**config.mk**
```make
export PLATFORM = sky130hd
export DESIGN_NAME = fir_decim_out_buffer
export DESIGN_NICKNAME = d
export VERILOG_FILES = /design/src/rtl/fir_stream_pkg.sv /design/src/rtl/sync_fifo.sv /design/src/rtl/fir_decim_out_buffer.sv
export SDC_FILE = /design/constraint.sdc
export NUM_CORES = 1
export LEC_CHECK = 0
export ABC_AREA = 1
export ABC_CLOCK_PERIOD_IN_PS = 4300
export CORE_MARGIN = 2
export CORE_UTILIZATION = 35
export DETAILED_ROUTE_END_ITERATION = 7
export SETUP_SLACK_MARGIN = 0.1
export SLEW_MARGIN = 25
export SYNTH_ARGS = -nofsm -noshare
export SYNTH_HDL_FRONTEND = slang
export SYNTH_HIERARCHICAL = 1
export SYNTH_SLANG_ARGS = --single-unit
```
**constraint.sdc**
```tcl
create_clock -name clk -period 4.3 [get_ports clk]
set_clock_uncertainty 0.1 [all_clocks]
set_input_delay 0.86 -clock clk [delete_from_list [all_inputs] [get_ports clk]]
set_output_delay 0.86 -clock clk [all_outputs]
set_load 0.02 [all_outputs]
```
**src/rtl/fir_stream_pkg.sv**
```systemverilog
// Shared definitions for the FIR sample stream.
// Used by goldenmodel_fir_filter, its bench, and fir_decim_out_buffer.
//   DATA_W   : default sample width
//   sample_t : signed two's complement sample
//   phase_w  : width of a 0..decim-1 counter, never less than 1 bit
package fir_stream_pkg;

    localparam int DATA_W = 16;

    typedef logic signed [DATA_W-1:0] sample_t;

    function automatic int phase_w(input int decim);
        return (decim > 1) ? $clog2(decim) : 1;
    endfunction

endpackage

```
**src/rtl/sync_fifo.sv**
```systemverilog
// Synchronous first-word-fall-through FIFO.
//   clk, reset_n : clock, async active-low reset
//   clear        : synchronous flush
//   push, din    : write request and data
//   pop          : read request; head advances at the edge
//   head         : oldest entry, 0 when empty
//   full, empty  : occupancy flags
//   level        : occupancy, 0..DEPTH
// A push while full succeeds only together with a pop.
// A pop while empty is ignored.
module sync_fifo #(
    parameter int WIDTH = 16,
    parameter int DEPTH = 8,
    localparam int AW = $clog2(DEPTH)
) (
    input  logic             clk,
    input  logic             reset_n,
    input  logic             clear,
    input  logic             push,
    input  logic [WIDTH-1:0] din,
    input  logic             pop,
    output logic [WIDTH-1:0] head,
    output logic             full,
    output logic             empty,
    output logic [AW:0]      level
);

    logic [WIDTH-1:0] mem [DEPTH];
    logic [AW-1:0]    wr_ptr, rd_ptr;
    logic [AW:0]      count;
    logic             do_push, do_pop;

    assign full    = (count == (AW+1)'(DEPTH));
    assign empty   = (count == '0);
    assign do_pop  = pop && !empty;
    assign do_push = push && (!full || do_pop);
    assign level   = count;
    assign head    = empty ? '0 : mem[rd_ptr];

    // Storage carries no reset; head is masked while empty.
    always_ff @(posedge clk) begin
        if (do_push && !clear)
            mem[wr_ptr] <= din;
    end

    always_ff @(posedge clk or negedge reset_n) begin
        if (!reset_n) begin
            wr_ptr <= '0;
            rd_ptr <= '0;
            count  <= '0;
        end else if (clear) begin
            wr_ptr <= '0;
            rd_ptr <= '0;
            count  <= '0;
        end else begin
            if (do_push)
                wr_ptr <= wr_ptr + 1'b1;
            if (do_pop)
                rd_ptr <= rd_ptr + 1'b1;
            if (do_push && !do_pop)
                count <= count + 1'b1;
            else if (do_pop && !do_push)
                count <= count - 1'b1;
        end
    end

endmodule

```
**src/rtl/fir_decim_out_buffer.sv**
```systemverilog
// Decimating output buffer for the FIR sample stream.
// Keeps one sample per DECIM valid inputs, at phase PHASE.
// Kept samples queue in a FWFT FIFO with valid/ready on the output.
//   clk, reset_n          : clock, async active-low reset
//   clear                 : synchronous flush of phase, FIFO and drop stats
//   data_in, valid_in     : sample stream from the FIR; never stalled
//   data_out, valid_out   : FIFO head; data_out is 0 when empty
//   ready_in              : downstream pop enable
//   level                 : FIFO occupancy
//   overflow              : sticky flag for a dropped kept sample
//   drop_count            : saturating count of dropped samples
module fir_decim_out_buffer
    import fir_stream_pkg::*;
#(
    parameter int DATA_W     = fir_stream_pkg::DATA_W,
    parameter int DECIM      = 4,
    parameter int PHASE      = 0,
    parameter int FIFO_DEPTH = 8,
    parameter int CNT_W      = 16,
    localparam int LW        = $clog2(FIFO_DEPTH) + 1
) (
    input  logic                     clk,
    input  logic                     reset_n,
    input  logic                     clear,
    input  logic signed [DATA_W-1:0] data_in,
    input  logic                     valid_in,
    output logic signed [DATA_W-1:0] data_out,
    output logic                     valid_out,
    input  logic                     ready_in,
    output logic [LW-1:0]            level,
    output logic                     overflow,
    output logic [CNT_W-1:0]         drop_count
);

    localparam int PW = phase_w(DECIM);
    localparam logic [PW-1:0] LAST_PHASE = PW'(DECIM - 1);
    localparam logic [PW-1:0] KEEP_PHASE = PW'(PHASE);

    logic [PW-1:0] phase;
    logic          keep, pop, push, drop;
    logic          fifo_full, fifo_empty;

    assign keep      = valid_in && (phase == KEEP_PHASE);
    assign valid_out = !fifo_empty;
    assign pop       = valid_out && ready_in;
    // A full FIFO still accepts a kept sample when a pop frees a slot.
    assign push      = keep && (!fifo_full || pop);
    assign drop      = keep && fifo_full && !pop;

    always_ff @(posedge clk or negedge reset_n) begin
        if (!reset_n) begin
            phase      <= '0;
            overflow   <= 1'b0;
            drop_count <= '0;
        end else if (clear) begin
            phase      <= '0;
            overflow   <= 1'b0;
            drop_count <= '0;
        end else begin
            if (valid_in)
                phase <= (phase == LAST_PHASE) ? '0 : phase + 1'b1;
            if (drop) begin
                overflow <= 1'b1;
                if (drop_count != '1)
                    drop_count <= drop_count + 1'b1;
            end
        end
    end

    sync_fifo #(
        .WIDTH (DATA_W),
        .DEPTH (FIFO_DEPTH)
    ) u_fifo (
        .clk     (clk),
        .reset_n (reset_n),
        .clear   (clear),
        .push    (push),
        .din     (data_in),
        .pop     (pop),
        .head    (data_out),
        .full    (fifo_full),
        .empty   (fifo_empty),
        .level   (level)
    );

endmodule

```
==> results.cfg <==
[die]
rows = 51
fp.dieW_microns = 146
boundaryPins = 59
coreArea_sq_um = 19600
dieHeight_microns = 146
start_util_pct = 35.9
die_area_sq_um = 21200

[routing]
wl_microns = 15300
drt_iter0_markers = 302
vias_per_cell = 4.72
ant_nets = 0
vias = 4725
route.detailed.drc = 0
avgRoutedWirePerCell_microns = 15.3
firstDrtPassIters = 4

[timing]
final_max_slew_viol_count = 0
max_freq_mhz = 265
min_period_ps = 3780
rsz0062_at_grt = no
fin_ws_ps = 523
fin_crit_sh_pct = 87.8
tns_ps = 0
tightest_slew_ps = 845
final_hold_viol_count = 0
slew_headroom_pct = 43.7
setup-violations-final = 0

[logic_synthesis]
synth.yosys.warnings = 6
syn_inst = 660
synth_edf_count = 128
synth-main-ff-cell = edfxtp_1
syn-cell-area_sq_um = 7030
postSynth.asyncResetShare_pct = 18.5
synth_cell_types = 38
synthDominantCellAreaShare_pct = 54.7
synthTopCellsByArea = edfxtp_1 55%, dfrtp_1 10%, nor2_1 7.8%, nand2_1 5.8%, o21ai_0 4.9%
avgSynthCellArea_sq_um = 10.7
yosysTopAreaCell = edfxtp_1
synth_seq_cells = 157
synthesis.nets = 689
yosysSeqAreaShare_pct = 65.0

[cells_and_area]
syn2layout_area_growth_pct = 20.6
final_net_count = 754
final_cells = 1002
drive_gt1_share_pct = 10.6
diodes = 0
final_core_util_pct = 43.3
fill_cells = 1893

[worst_setup_path]
ff2ff_path_depth = 11
crit_required_ps = 3340
crit_type = reg -> out
r2r-end = u_fifo/mem[1][10]$_DFFE_PP_
setup.worst_path.start_class = flip-flop
end_kind = output port
r2r_slack_ps = 1500
critical_path.startpoint = u_fifo/rd_ptr[1]$_DFFE_PN0P_
cp-endpoint = data_out[13]
crit_fanout = 18
crit_arrival_ps = 2820
r2r_start = u_fifo/level[0]$_DFFE_PN0P_

[clocking]
htree_num_levels = 4
postCtsSetupBuffers = 0
clock_insertion_delay_worst_skew_ps = 410
cts_tree = built
root_buffer = clkbuf_16
cts-buffers-inserted = 17
cts_buffer_depth = 2
cts_resized = 0
clock-sinks = 157
path_clk_slew_ps = 60
postCtsHoldBufs = 0

[global_routing]
grt_pass1_wl_microns = 24400
grt_max_degree = 41
globalRouteOverflowTotal = 0
antenna_found_initial = 0
grt_pass1_vias = 4574
grt_usage_pct = 14.7

[placed_design]
dpl.hpwl_microns = 9220
post-place-ws_ps = 921
gp_congestion = 0.771
portBuffers = 58
dp.cells = 971

[power_and_ir_drop]
leakagePower_nw = 3.09
ir_drop_mv = 0.305
p_per_area_nw_per_um2 = 543

[status]
outcome = completed

[flow_run]
maxCapViolCount = 0

[worst_hold_path]
min_path_type = in -> async
==> sequential cells by signal, summed over array words and instances, names as in the netlist <==
signal	count
u_fifo/wr_ptr	3
drop_count	16
u_fifo/mem	128
phase	2
overflow	1
u_fifo/level	4
u_fifo/rd_ptr	3
==> worst min path at each step <==
stage,from,end,slack (ps),depth (start not counted)
after floorplan,phase[1]$_DFFE_PN0P_,phase[1]$_DFFE_PN0P_,440,2
after CTS,reset_n,drop_count[5]$_DFFE_PN0P_,320,1
after detailed placement,overflow$_DFFE_PN0P_,overflow$_DFFE_PN0P_,440,2
final,reset_n,drop_count[5]$_DFFE_PN0P_,320,1
after global routing,reset_n,overflow$_DFFE_PN0P_,340,1
after global placement,overflow$_DFFE_PN0P_,overflow$_DFFE_PN0P_,430,2
==> per-layer routing <==
layer | GRT usage [%] | wire, microns
met1 | 19.5 | 7180
met5 | 0 | 0
met4 | 4.12 | 119
met3 | 3.89 | 644
met2 | 24.0 | 7350
==> kinds of logic (layout without fill, tap and decap cells) <==
kind of cell | after synthesis | count (layout) | share of synthesized area [%]
buf+inv | 63 | 140 | 4.11
compound gates | 118 | 118 | 9.52
fa+ha+maj | 8 | 8 | 1.53
xor+xnor | 4 | 4 | 0.498
flops | 157 | 157 | 65.0
simple gates | 310 | 310 | 19.3
==> worst max-delay path: stages, from the launching register on <==
cell and delay (ps):
dfrtp_1 580, inv_1 590, o21ai_0 180, o22ai_1 140
nor2_1 60, nor2_1 210, clkdlybuf4s50_1 630
==> placed cells by master, fill, tap and decap left out, drive strengths merged, types with 2 or more instances in the layout <==
cell type	instances
clkdlybuf4s50	57
bufinv	2
o211ai	16
xor2	3
o21bai	2
o21ai	76
nand3	24
clkinv	6
buf	17
edfxtp	128
ha	7
clkinvlp	2
nor3	2
nand3b	2
nor2	158
nand2	117
inv	38
nand4	6
o22ai	16
dfrtp	29
a21oi	7
clkbuf	18
==> synthesized netlist by cell type (all sizes together), types with 7 or more instances <==
| library cell | count |
|---|---|
| nor2 | 158 |
| o21ai | 76 |
| ha | 7 |
| nand2 | 117 |
| a21oi | 7 |
| nand3 | 24 |
| dfrtp | 29 |
| edfxtp | 128 |
| o22ai | 16 |
| o211ai | 16 |
| buf | 15 |
| inv | 35 |
| clkbuf | 13 |
==> power breakdown <==
part	leakage (nW)	internal, mW	switching (mW)
clock	0.274	0.855	0.600
combinational	1.26	0.506	0.870
sequential	1.55	1.71	0.0648
total	3.09	3.07	1.53
==> final cells by class <==
| cell class | instances | area (sq um) | area share (%) |
|---|---|---|---|
| clock inverters | 13 | 139 | 1.64 |
| well taps | 265 | 332 | 3.91 |
| clock buffers | 18 | 429 | 5.06 |
| inverters | 35 | 136 | 1.61 |
| multi-input cells | 440 | 2180 | 25.7 |
| repair buffers | 74 | 696 | 8.20 |
| flip-flops and latches | 157 | 4570 | 53.9 |
==> metrics by stage <==
step / area [sq um] / power [mW] / hold slack [ps]
after floorplan: 7030 / 2.71 / 435
after global placement: 7920 / 3.19 / 429
after global routing: 8480 / 4.85 / 340
after detailed placement: 7910 / 3.19 / 438
after CTS: 8480 / 4.65 / 322
final: 8480 / 4.60 / 319
Note: power is estimated with default switching activity, not from simulation.
